===== src/rtl/spi_nch_frame.sv =====
// SPI slave frame receiver: 16-bit header, then NCH channel words and a reference word, each DW bits.
// Returns tx_data on miso during the payload. All logic runs in the clk domain.
module spi_nch_frame #(
  parameter int          NCH  = 4,
  parameter int          DW   = 14,
  parameter logic [15:0] HEAD = 16'hA5A5
) (
  input  logic              clk,
  input  logic              rstn,
  input  logic              sck,
  input  logic              cs,
  input  logic              mosi,
  output logic              miso,
  input  logic [DW-1:0]     tx_data,
  output logic [NCH*DW-1:0] ch_data,
  output logic [DW-1:0]     reff,
  output logic              head_flag,
  output logic              frame_valid,
  output logic              frame_err
);

  localparam int TOT  = (NCH + 1) * DW;
  localparam int CMAX = (TOT > 16) ? TOT : 16;
  localparam int CW   = $clog2(CMAX + 1);

  typedef enum logic [2:0] {IDLE, HDR, PAY, DONE, DISCARD} state_t;

  state_t state_q, state_d;

  logic sck_s1, sck_s2, sck_d;
  logic cs_s1, cs_s2, cs_d;
  logic mosi_s1, mosi_s2;

  logic [CW-1:0]  cnt;
  logic [14:0]    hdr_sr;
  logic [TOT-2:0] stage;
  logic [DW-1:0]  tx_sr;

  logic           sck_rise, sck_fall, cs_fall;
  logic [15:0]    hdr_next;
  logic [TOT-1:0] stage_next;
  logic           hdr_match, hdr_miss, last_bit, short_frame;

  assign sck_rise   = sck_s2 & ~sck_d;
  assign sck_fall   = ~sck_s2 & sck_d;
  assign cs_fall    = cs_d & ~cs_s2;
  assign hdr_next   = {hdr_sr, mosi_s2};
  assign stage_next = {stage, mosi_s2};

  always_comb begin
    state_d     = state_q;
    hdr_match   = 1'b0;
    hdr_miss    = 1'b0;
    last_bit    = 1'b0;
    short_frame = 1'b0;
    if (cs_s2) begin
      state_d     = IDLE;
      short_frame = (state_q == PAY);
    end else begin
      case (state_q)
        IDLE: if (cs_fall) state_d = HDR;
        HDR: begin
          if (sck_rise && cnt == CW'(15)) begin
            if (hdr_next == HEAD) begin
              hdr_match = 1'b1;
              state_d   = PAY;
            end else begin
              hdr_miss = 1'b1;
              state_d  = DISCARD;
            end
          end
        end
        PAY: begin
          if (sck_rise && cnt == CW'(TOT - 1)) begin
            last_bit = 1'b1;
            state_d  = DONE;
          end
        end
        default: ;
      endcase
    end
  end

  always_ff @(posedge clk) begin
    if (!rstn) begin
      state_q     <= IDLE;
      sck_s1      <= 1'b0;
      sck_s2      <= 1'b0;
      sck_d       <= 1'b0;
      cs_s1       <= 1'b0;
      cs_s2       <= 1'b0;
      cs_d        <= 1'b0;
      mosi_s1     <= 1'b0;
      mosi_s2     <= 1'b0;
      cnt         <= '0;
      hdr_sr      <= '0;
      stage       <= '0;
      tx_sr       <= '0;
      ch_data     <= '0;
      reff        <= '0;
      miso        <= 1'b0;
      head_flag   <= 1'b0;
      frame_valid <= 1'b0;
      frame_err   <= 1'b0;
    end else begin
      sck_s1      <= sck;
      sck_s2      <= sck_s1;
      sck_d       <= sck_s2;
      cs_s1       <= cs;
      cs_s2       <= cs_s1;
      cs_d        <= cs_s2;
      mosi_s1     <= mosi;
      mosi_s2     <= mosi_s1;
      state_q     <= state_d;
      frame_valid <= last_bit;
      frame_err   <= hdr_miss | short_frame;

      if (cs_s2) begin
        cnt       <= '0;
        head_flag <= 1'b0;
        stage     <= '0;
        miso      <= 1'b0;
      end else begin
        if (state_q == IDLE && cs_fall) begin
          cnt    <= '0;
          hdr_sr <= '0;
        end
        if (state_q == HDR && sck_rise) begin
          hdr_sr <= hdr_next[14:0];
          cnt    <= hdr_match ? '0 : cnt + CW'(1);
        end
        if (hdr_match) begin
          head_flag <= 1'b1;
          tx_sr     <= tx_data;
          miso      <= tx_data[DW-1];
        end
        if (state_q == PAY) begin
          if (sck_rise) begin
            stage <= stage_next[TOT-2:0];
            if (!last_bit) cnt <= cnt + CW'(1);
          end
          // The falling edge that closes the header's last bit must not consume the MSB;
          // zero fill makes miso drop to 0 once all DW bits are out.
          if (sck_fall && cnt != '0) begin
            tx_sr <= {tx_sr[DW-2:0], 1'b0};
            miso  <= tx_sr[DW-2];
          end
          if (last_bit) begin
            for (int unsigned i = 0; i < NCH; i++)
              ch_data[i*DW +: DW] <= stage_next[TOT-1-i*DW -: DW];
            reff <= stage_next[DW-1:0];
            miso <= 1'b0;
          end
        end
      end
    end
  end

endmodule


===== config.mk =====
export PLATFORM = sky130hd
export DESIGN_NAME = spi_nch_frame
export DESIGN_NICKNAME = d
export VERILOG_FILES = /design/src/rtl/spi_nch_frame.sv
export SDC_FILE = /design/constraint.sdc
export NUM_CORES = 1
export LEC_CHECK = 0
export BUFFER_PORTS_ARGS = -buffer_cell sky130_fd_sc_hd__buf_2
export CORE_ASPECT_RATIO = 1.4
export CORE_MARGIN = 10
export CORE_UTILIZATION = 60
export CTS_CLUSTER_SIZE = 8
export DETAILED_ROUTE_END_ITERATION = 8
export PLACE_DENSITY = 0.86
export SYNTH_ARGS = -nofsm -noshare
export SYNTH_HDL_FRONTEND = slang
export SYNTH_SLANG_ARGS = --single-unit

===== constraint.sdc =====
create_clock -name clk -period 5.25 [get_ports clk]
set_clock_uncertainty 0.05 [all_clocks]
set_input_delay 0.2625 -clock clk [delete_from_list [all_inputs] [get_ports clk]]
set_output_delay 0.2625 -clock clk [all_outputs]
set_load 0.005 [all_outputs]

==> impl_metrics.json, run 1 <==
{
  "worstHoldStart": "tx_data[1]",
  "cp_max_fo": 48,
  "root_buffer": "clkbuf_16",
  "die_h_um": 149,
  "synth.area.top_cells": "dfxtp_1 53%, nand2_1 16%, a21boi_1 5.4%",
  "drc_errors": 0,
  "max-cap-violations": 0,
  "cts.sinks": 189,
  "async_flop_share_pct": 0,
  "rsz0062_at_grt": "false",
  "p_per_area_nw_per_um2": 339,
  "setup_violations": 0,
  "tightest_slew_ns": 1.03,
  "antenna_cells": 0,
  "drive_above_1_share_pct": 16.0,
  "vias": 5887,
  "drt_iter0_markers": 399,
  "yosysMostFrequentCell": "nand2_1",
  "clk_path_buf_depth": 2,
  "hold_viol_final": 0,
  "period_share_pct": 48.9,
  "p_leak_nw": 3.01,
  "final_cell_count_no_fill": 1073,
  "synth.top_cell.area_share_pct": 52.8,
  "cts_buffers": 17,
  "whs_ns": 0.106,
  "cts_tree": "done",
  "syn2layout_area_growth_pct": 15.1,
  "die_w_um": 112,
  "hpwlAfterDp_mm": 9.57,
  "core_area_um2": 11800,
  "port_buffers": 92,
  "routabilityCongestion": 0.866,
  "track_usage_pct": 18.2,
  "synth_top_flop_cell": "dfxtp_1",
  "end_kind": "flip-flop",
  "place_inst": 1038,
  "synth_area_per_cell_um2": 8.38,
  "finalSetupTns_ns": 0,
  "initial_core_util_pct": 60.9,
  "r2r-start": "cnt[0]",
  "max-slew-margin-rel_pct": 30.9,
  "postRouteAntennaNets": 0,
  "yosys.cell_types.count": 49,
  "ff_latch_area_um2": 3780,
  "htreeDepth": 4,
  "grt_max_degree": 100,
  "top_usage_layer": "met2",
  "synth_edf_count": 0,
  "syn_nets": 877,
  "yosysTopAreaCell": "dfxtp_1",
  "synth.cell_area_um2": 7160,
  "drtPass1Iterations": 5,
  "grt_pass1_vias": 5603,
  "grt.overflow.total": 0,
  "synth_seq_cells": 189,
  "slew_viol_final": 0,
  "num-nets-final": 935,
  "required_ns": 5.55,
  "gr-usage-met3_pct": 5.88,
  "wire_per_inst_um": 14.6,
  "clk_latency_ns": 0.43,
  "antenna_found_initial": 0,
  "num_rows": 47,
  "viasPerCell": 5.49,
  "cp.arrival_ns": 2.87,
  "synth_common_cells": "302 x nand2_1, 189 x dfxtp_1, 75 x a21oi_1",
  "syn_inst": 855,
  "worstHoldPathType": "input pin to flip-flop",
  "ir_drop_mv": 0.225,
  "fmax_mhz": 389,
  "cp-startpoint": "cnt[0]",
  "crit_type": "flip-flop to flip-flop",
  "die_area_um2": 16800,
  "yosysWarnings": 0,
  "worstSetupStartpointType": "flip-flop",
  "cts_resized": 0,
  "path_clk_slew_ns": 0.07,
  "grtUsageMet2_pct": 31.5,
  "period_minus_slack_ns": 2.57,
  "routed_wl_mm": 15.6,
  "grt_pass1_wl_mm": 25.9,
  "power_w": 0.00279,
  "ioPinCount": 93,
  "layout_setup_ws_ns": 2.68,
  "seq_area_frac_synth_pct": 52.8,
  "multiInputGateArea_um2": 3120,
  "status": "finished, final reports clean",
  "grt_use_met1_pct": 20.3,
  "fillers": 925,
  "preCtsSetupSlack_ns": 2.71
}
==> layer usage <==
metal | up-vias | part of all wire, %
met3 | 29 | 5.5
met5 | - | 0
met2 | 142 | 51
met4 | 0 | 2.0
met1 | 2754 | 42
li1 | 2962 | -
==> area by class of cell <==
type,count,area share [%]
clock buffers,17,5.16
inverters,4,0.182
flip-flops and latches,189,45.9
well taps,147,2.23
multi-input cells,600,37.9
repair buffers,101,6.50
clock inverters,15,2.11
==> cells in the final DEF, fill, tap and decap left out, drive strengths merged, types with 3 or more instances in the layout <==
cell,n
inv,12
a21oi,75
clkinvlp,3
ha,3
dfxtp,189
nand4,3
nand2b,6
nor2,9
and4bb,5
nand3b,4
a21boi,85
a31oi,4
nor2b,5
a211oi,3
a22oi,12
o22ai,12
and2,10
nand2,302
o21ai,13
buf,98
nand3,25
nor3,5
clkbuf,17
dlygate4sd3,3
==> registers in the layout, indices dropped and copies added, names as in the netlist <==
signal	count
stage	69
ch_data	56
hdr_sr	15
reff	14
tx_sr	13
cnt	7
state_q	3
cs_d	1
cs_s1	1
cs_s2	1
frame_err	1
frame_valid	1
head_flag	1
miso	1
mosi_s1	1
mosi_s2	1
sck_d	1
sck_s1	1
sck_s2	1
==> report_power, final <==
group | switching, W | internal (W) | leakage (nW) | total [W]
registers | 0.00000407 | 0.00144 | 1.52 | 0.00144
clock network | 0.000578 | 0.000718 | 0.287 | 0.00130
logic | 0.0000335 | 0.0000213 | 1.20 | 0.0000548
==> cell families after synthesis <==
| group | share of synthesized area [%] |
|---|---|
| simple gates | 23.5 |
| compound gates | 19.0 |
| flops | 52.8 |
| buf+inv | 3.79 |
| fa+ha+maj | 0.524 |
| mux | 0.349 |
==> path summary, 6_finish.rpt <==
| path | cells past startpoint | slack [ns] | to |
|---|---|---|---|
| max | 7 | 2.68 | ch_data[10] |
| min | 3 | 0.11 | tx_sr[1] |
| max reg2reg | 7 | 2.68 | ch_data[10] |
| min reg2reg | 1 | 0.40 | cs_s2 |
==> worst max-delay path, stage by stage, from the launching register on <==
cell and delay, ns:
dfxtp_1 0.42, ha_1 0.17, and4bb_2 0.24, nand4_1 0.24
nor2_4 0.51, buf_4 0.55, nand2_1 0.11, a21boi_1 0.18
==> stage by stage <==
| stage | cell area, µm² | util [%] |
|---|---|---|
| 2_1_floorplan | 7160 | - |
| 4_1_cts | 8240 | 70.1 |
| 3_3_place_gp | 7610 | 64.7 |
| 6_report | 8240 | 70.1 |
| 3_5_place_dp | 7610 | 64.7 |
| 5_1_grt | 8240 | 70.1 |
==> repair_timing <==
item	CTS	global route
endpoints found under the setup margin	0	0
setup buffers	0	0
hold endpoints to repair	3	0
hold buffers	3	0
No activity file was read; power rests on OpenSTA's default activity.
==> run 2, diff against run 1 <==
--- a/config.mk
+++ b/config.mk
@@ -5,13 +5,14 @@
 export SDC_FILE = /design/constraint.sdc
 export NUM_CORES = 1
 export LEC_CHECK = 0
+export ABC_AREA = 1
 export BUFFER_PORTS_ARGS = -buffer_cell sky130_fd_sc_hd__buf_2
 export CORE_ASPECT_RATIO = 1.4
 export CORE_MARGIN = 10
-export CORE_UTILIZATION = 60
+export CORE_UTILIZATION = 52
 export CTS_CLUSTER_SIZE = 8
 export DETAILED_ROUTE_END_ITERATION = 8
-export PLACE_DENSITY = 0.86
+export PLACE_DENSITY = 0.8
 export SYNTH_ARGS = -nofsm -noshare
 export SYNTH_HDL_FRONTEND = slang
 export SYNTH_SLANG_ARGS = --single-unit
==> constraint.sdc (replaced) <==
create_clock -name clk -period 2.23 [get_ports clk]
set_clock_uncertainty 0.05 [all_clocks]
set_input_delay 0.1115 -clock clk [delete_from_list [all_inputs] [get_ports clk]]
set_output_delay 0.1115 -clock clk [all_outputs]
set_load 0.005 [all_outputs]
==> run 2 against run 1 <==
Effect of this change: area after synthesis rose by 0.91%; worst setup slack got worse by 2.4 ns; cell area rose by 2.6%; critical path depth rose by 3; die area rose by 14%; critical path type unchanged; total power rose by 130%; synthesized cell count rose by 11%; sequential power rose by 140%; highest routed layer unchanged.
==> impl_metrics.json, run 2 <==
{
  "fin_area_um2": 8450,
  "postRouteAntennaNets": 0,
  "dpl_cell_area_um2": 7760,
  "tightest_slew_ns": 1.09,
  "viasPerCell": 4.96,
  "rsz0062_at_grt": "false",
  "vias": 6059,
  "yosys.cell_types.count": 28,
  "seq_area_frac_synth_pct": 52.3,
  "final_common_cell": "dfxtp_1",
  "num-nets-final": 1048,
  "cp.arrival_ns": 2.22,
  "final_cell_mix": "189 x dfxtp_1, 152 x o21ai_0, 133 x nand2_1",
  "crit_type": "flip-flop to flip-flop",
  "grt_pass1_wl_mm": 25.8,
  "worstSetupStartpointType": "flip-flop",
  "drive_above_1_share_pct": 14.4,
  "cts_resized": 0,
  "required_ns": 2.49,
  "routed_wl_mm": 15.3,
  "path_buf_inv": 0,
  "setup_violations": 0,
  "cts.sinks": 189,
  "synth_edf_count": 0,
  "p_sw_w": 0.00145,
  "grt_max_degree": 80,
  "worstPathCellList": "ha_1 -> nand3_2 -> nor2_1 -> nand2_1 -> nor2_4 -> nand3_4 -> nand2_1 -> nand2_1 -> nand2_1 -> a21oi_1",
  "antenna_found_initial": 0,
  "worstHoldPathType": "input pin to flip-flop",
  "async_flop_share_pct": 0,
  "p_sw_share_pct": 22.4,
  "period_minus_slack_ns": 1.96,
  "fmax_mhz": 510,
  "track_usage_pct": 15.8,
  "largest_register_ffs": 69,
  "layout_setup_ws_ns": 0.268,
  "max-slew-margin-rel_pct": 27.4,
  "end_kind": "flip-flop",
  "wire_per_inst_um": 12.5,
  "cts_tree": "done",
  "yosysTopAreaCell": "dfxtp_1",
  "core_area_um2": 13500,
  "syn2layout_area_growth_pct": 17.0,
  "cp_max_fo": 17,
  "num_rows": 50,
  "status": "finished, final reports clean",
  "initial_core_util_pct": 53.5,
  "synth.area.top_cells": "dfxtp_1 52%, o21ai_0 11%, a21oi_1 7.8%",
  "p_per_area_nw_per_um2": 764,
  "top_register": "stage",
  "routabilityCongestion": 0.822,
  "synth.cell_area_um2": 7230,
  "p_seq_share_pct": 52.4,
  "drt_iter0_markers": 400,
  "die_area_um2": 19100,
  "crit_top_cell": "nand2_1",
  "slew_viol_final": 0,
  "top_regs": "stage x69, ch_data x56, hdr_sr x15",
  "htreeDepth": 4,
  "finalSetupTns_ns": 0,
  "synth_top_flop_cell": "dfxtp_1",
  "path_clk_slew_ns": 0.07,
  "yosysWarnings": 0,
  "p_leak_nw": 3.76,
  "grt_pass1_vias": 5677,
  "drc_errors": 0,
  "antenna_cells": 0,
  "preCtsSetupSlack_ns": 0.306,
  "period_share_pct": 88.0,
  "clk_path_buf_depth": 2,
  "syn_inst": 948,
  "die_h_um": 160,
  "crit_path_max_incr_delay_ns": 0.38,
  "p_int_w": 0.00502,
  "port_buffers": 92,
  "root_buffer": "clkbuf_16",
  "synth_area_per_cell_um2": 7.62,
  "path_delay_family": "simple AND/OR/NAND/NOR gates",
  "synth_seq_cells": 189,
  "ir_drop_mv": 0.460,
  "hpwlAfterDp_mm": 9.72,
  "grt.overflow.total": 0,
  "hold_viol_final": 0,
  "synth.top_cell.area_share_pct": 52.3,
  "clkPwrFrac_pct": 44.7,
  "final_core_util_pct": 62.6,
  "syn_nets": 970,
  "cts_buffers": 17,
  "ioPinCount": 93,
  "yosysMostFrequentCell": "dfxtp_1",
  "drtPass1Iterations": 5,
  "synth_common_cells": "189 x dfxtp_1, 152 x o21ai_0, 133 x nand2_1",
  "slowest_stage": "dfxtp_1",
  "clk_latency_ns": 0.42,
  "die_w_um": 120,
  "p_comb_share_pct": 2.9,
  "max-cap-violations": 0
}
## run 2: changes by cell type after synthesis, moves of 6 or more
cell      delta
clkbuf_1     -7
o21ai_0    +139
nand4_1     +13
a21boi_1    -52
buf_4        +6
a21oi_1     +38
nor2_1     +100
inv_1      +123
and2_1      -10
o22ai_1     -10
nand2_1    -169
a21boi_0    -33
a22oi_1     -12
## run 2: kinds of logic after synthesis
| family | synth area share (%) |
|---|---|
| fa+ha+maj | 0.519 |
| xor+xnor | 0.485 |
| simple gates | 16.7 |
| compound gates | 19.2 |
| buf+inv | 10.7 |
| flops | 52.3 |
## run 2: final timing paths
path              endpoint  cells past startpoint  slack, ns       start
setup / recovery    cnt[1]                     10       0.27      cnt[0]
hold / removal    tx_sr[7]                      5      0.003  tx_data[7]
setup reg to reg    cnt[1]                     10       0.27      cnt[0]
hold reg to reg     sck_s2                      2       0.37      sck_s1
## run 2: worst min-delay path, cell delays in order
cell	delay (ns)
buf_2	0.08
nand4_1	0.08
nand3_1	0.08
nand2_1	0.04
nand2_1	0.05
## run 2: power groups by stage
stage	Combinational (W)	Sequential (W)	Clock (W)
2_1_floorplan	0.000121	0.00346	0
3_3_place_gp	0.000164	0.00346	0
3_5_place_dp	0.000166	0.00346	0
4_1_cts	0.000185	0.00339	0.00295
5_1_grt	0.000208	0.00339	0.00311
6_report	0.000185	0.00339	0.00289
## run 2: cell type report
| class | count | area [µm²] |
|---|---|---|
| Tap cell | 182 | 228 |
| Inverter | 132 | 495 |
| Fill cell | 1232 | 5060 |
| Sequential cell | 189 | 3780 |
| Multi-Input combinational cell | 568 | 2680 |
| Clock inverter | 13 | 130 |
| Timing Repair Buffer | 118 | 701 |
| Clock buffer | 19 | 433 |
## run 2: timing repair
item | 4_1_cts | 5_1_grt
setup buffers | 0 | 0
hold buffers | 13 | 0
endpoints found under the hold margin | 11 | 0
## run 2: layer usage
layer / vias up / global-route usage, % / routed length, µm
met5: - / 0 / 0
met4: 0 / 6.11 / 242
met3: 18 / 4.15 / 766
met2: 129 / 27.4 / 7690
met1: 2724 / 17.8 / 6590
li1: 3188 / - / -
## run 2: metrics by stage
stage / instances / hold WS, ns / power (W)
global route: 1221 / 0.0452 / 0.00670
CTS: 1221 / 0.00153 / 0.00652
floorplan: 948 / 0.159 / 0.00358
global placement: 1176 / 0.248 / 0.00363
finish: 1221 / 0.00261 / 0.00646
detailed placement: 1176 / 0.248 / 0.00363
==> run 3, diff against run 2 <==
--- a/config.mk
+++ b/config.mk
@@ -5,14 +5,13 @@
 export SDC_FILE = /design/constraint.sdc
 export NUM_CORES = 1
 export LEC_CHECK = 0
-export ABC_AREA = 1
 export BUFFER_PORTS_ARGS = -buffer_cell sky130_fd_sc_hd__buf_2
 export CORE_ASPECT_RATIO = 1.4
 export CORE_MARGIN = 10
-export CORE_UTILIZATION = 52
+export CORE_UTILIZATION = 51
 export CTS_CLUSTER_SIZE = 8
 export DETAILED_ROUTE_END_ITERATION = 8
-export PLACE_DENSITY = 0.8
+export PLACE_DENSITY = 0.79
 export SYNTH_ARGS = -nofsm -noshare
 export SYNTH_HDL_FRONTEND = slang
 export SYNTH_SLANG_ARGS = --single-unit
==> run 3 against run 2 <==
Effect of this change: sequential share of layout area fell by 0.61 points; core utilization fell by 0.66 points; largest cell class unchanged; die area rose by 0.89%.
==> impl_metrics.json, run 3 (same netlist as run 1, synthesis figures left out) <==
{
  "status": "finished, final reports clean",
  "ff_latch_area_um2": 3780,
  "final_cell_count_no_fill": 1135,
  "period_share_pct": 91.1,
  "num_rows": 51,
  "setup_violations": 0,
  "worstPathCellList": "ha_1 -> and4bb_2 -> nand4_1 -> or2_2 -> buf_12 -> nand2_1 -> a21boi_0",
  "syn2layout_area_growth_pct": 19.7,
  "path_delay_family": "simple AND/OR/NAND/NOR gates",
  "path_depth": 7,
  "track_usage_pct": 16.3,
  "num-nets-final": 959,
  "routed_wl_mm": 15.5,
  "initial_core_util_pct": 51.7,
  "rsz0062_at_grt": "false",
  "holdPathStages": 3,
  "grt_max_degree": 71,
  "htreeDepth": 4,
  "top_regs": "stage x69, ch_data x56, hdr_sr x15",
  "p_leak_nw": 3.14,
  "viasPerCell": 5.24,
  "final_cell_mix": "300 x nand2_1, 189 x dfxtp_1, 92 x buf_2",
  "p_int_w": 0.00498,
  "grt_pass1_wl_mm": 26.5,
  "p_per_area_nw_per_um2": 758,
  "port_buffers": 92,
  "required_ns": 2.49,
  "p_sw_share_pct": 23.4,
  "p_sw_w": 0.00152,
  "period_minus_slack_ns": 2.03,
  "drive_above_1_share_pct": 16.7,
  "die_h_um": 160,
  "worstSetupStartpointType": "flip-flop",
  "crit_path_max_incr_delay_ns": 0.42,
  "die_area_um2": 19300,
  "routabilityCongestion": 0.829,
  "final_common_cell": "nand2_1",
  "hold_viol_final": 0,
  "antenna_cells": 0,
  "path_clk_slew_ns": 0.07,
  "core_area_um2": 13800,
  "grt_pass1_vias": 5692,
  "largest_register_ffs": 69,
  "cp_max_fo": 70,
  "drt_iter0_markers": 423,
  "p_seq_share_pct": 52.1,
  "cts_tree": "done",
  "tightest_slew_ns": 0.578,
  "ir_drop_mv": 0.470,
  "reg2reg_depth": 7,
  "path_buf_inv": 1,
  "end_kind": "flip-flop",
  "grt.overflow.total": 0,
  "vias": 5945,
  "clk_latency_ns": 0.43,
  "crit_type": "flip-flop to flip-flop",
  "p_comb_share_pct": 2.5,
  "fillers": 1168,
  "hpwlAfterDp_mm": 9.77,
  "worstHoldPathType": "input pin to flip-flop",
  "place_inst": 1085,
  "root_buffer": "clkbuf_16",
  "fmax_mhz": 492,
  "slew_viol_final": 0,
  "max-cap-violations": 0,
  "cts.sinks": 189,
  "max-slew-margin-rel_pct": 61.4,
  "cts_buffers": 17,
  "ioPinCount": 93,
  "top_register": "stage",
  "cts_setup_buffers": 0,
  "die_w_um": 120,
  "cp.arrival_ns": 2.29,
  "wire_per_inst_um": 13.7,
  "multiInputGateArea_um2": 3130,
  "postRouteAntennaNets": 0,
  "clk_path_buf_depth": 2,
  "finalSetupTns_ns": 0,
  "drc_errors": 0,
  "antenna_found_initial": 0,
  "clkPwrFrac_pct": 45.4,
  "drtPass1Iterations": 5,
  "slowest_stage": "dfxtp_1"
}
[run 3: metrics by stage]
step / setup slack [ns] / hold WS, ns / utilization, % / area (µm²) / power (W)
after global routing: 0.0433 / 0.387 / 61.9 / 8570 / 0.00671
final: 0.199 / 0.381 / 61.9 / 8570 / 0.00650
after CTS: 0.121 / 0.352 / 61.9 / 8560 / 0.00656
after global placement: 0.165 / 0.269 / 56.3 / 7800 / 0.00360
after floorplan: 0.272 / 0.189 / - / 7160 / 0.00356
after detailed placement: 0.136 / 0.270 / 56.3 / 7800 / 0.00360
[run 3: power by group through the flow]
stage                logic, W  registers (W)  clock network (W)
floorplan           0.0000923        0.00346                  0
global placement     0.000137        0.00347                  0
detailed placement   0.000138        0.00347                  0
CTS                  0.000161        0.00339            0.00301
global route         0.000176        0.00339            0.00314
finish               0.000161        0.00339            0.00295
[run 3: layer usage]
layer  share of wire [%]  wire (µm)  vias to the layer above  global-route usage, %
met5                   0          0                        -                      0
met2                  49       7660                      123                   28.0
met3                 5.6        876                       23                   4.66
met4                 1.7        268                        0                   7.21
li1                    -          -                     3009                      -
met1                  43       6720                     2790                   18.2
[run 3: repair_timing]
| item | CTS | global route |
|---|---|---|
| hold endpoints to repair | 18 | 0 |
| resized for setup | 0 | 2 |
| hold buffers | 18 | 0 |
| setup endpoints to repair | 0 | 11 |
[run 3: worst reg2reg max path: cells and delay by family (launching register included)]
family	cells	cell delay [ns]
AOI/OAI and AO/OA	1	0.09
and+or+nand+nor	4	0.98
buffers and inverters	1	0.21
adders and majority gates	1	0.17
DFF	1	0.42
[run 3: final timing paths]
check | startpoint | to | slack, ns
setup / recovery | cnt[0] | ch_data[19] | 0.20
hold / removal | cs | cs_s1 | 0.38
setup reg to reg | cnt[0] | ch_data[19] | 0.20
hold reg to reg | cs_s1 | cs_s2 | 0.40
[run 3: layout make-up]
class | instances | share of cell area, %
Clock buffer | 18 | 5.12
Clock inverter | 14 | 1.66
Multi-Input combinational cell | 600 | 36.5
Tap cell | 185 | 2.70
Sequential cell | 189 | 44.1
Inverter | 4 | 0.175
Timing Repair Buffer | 125 | 9.66
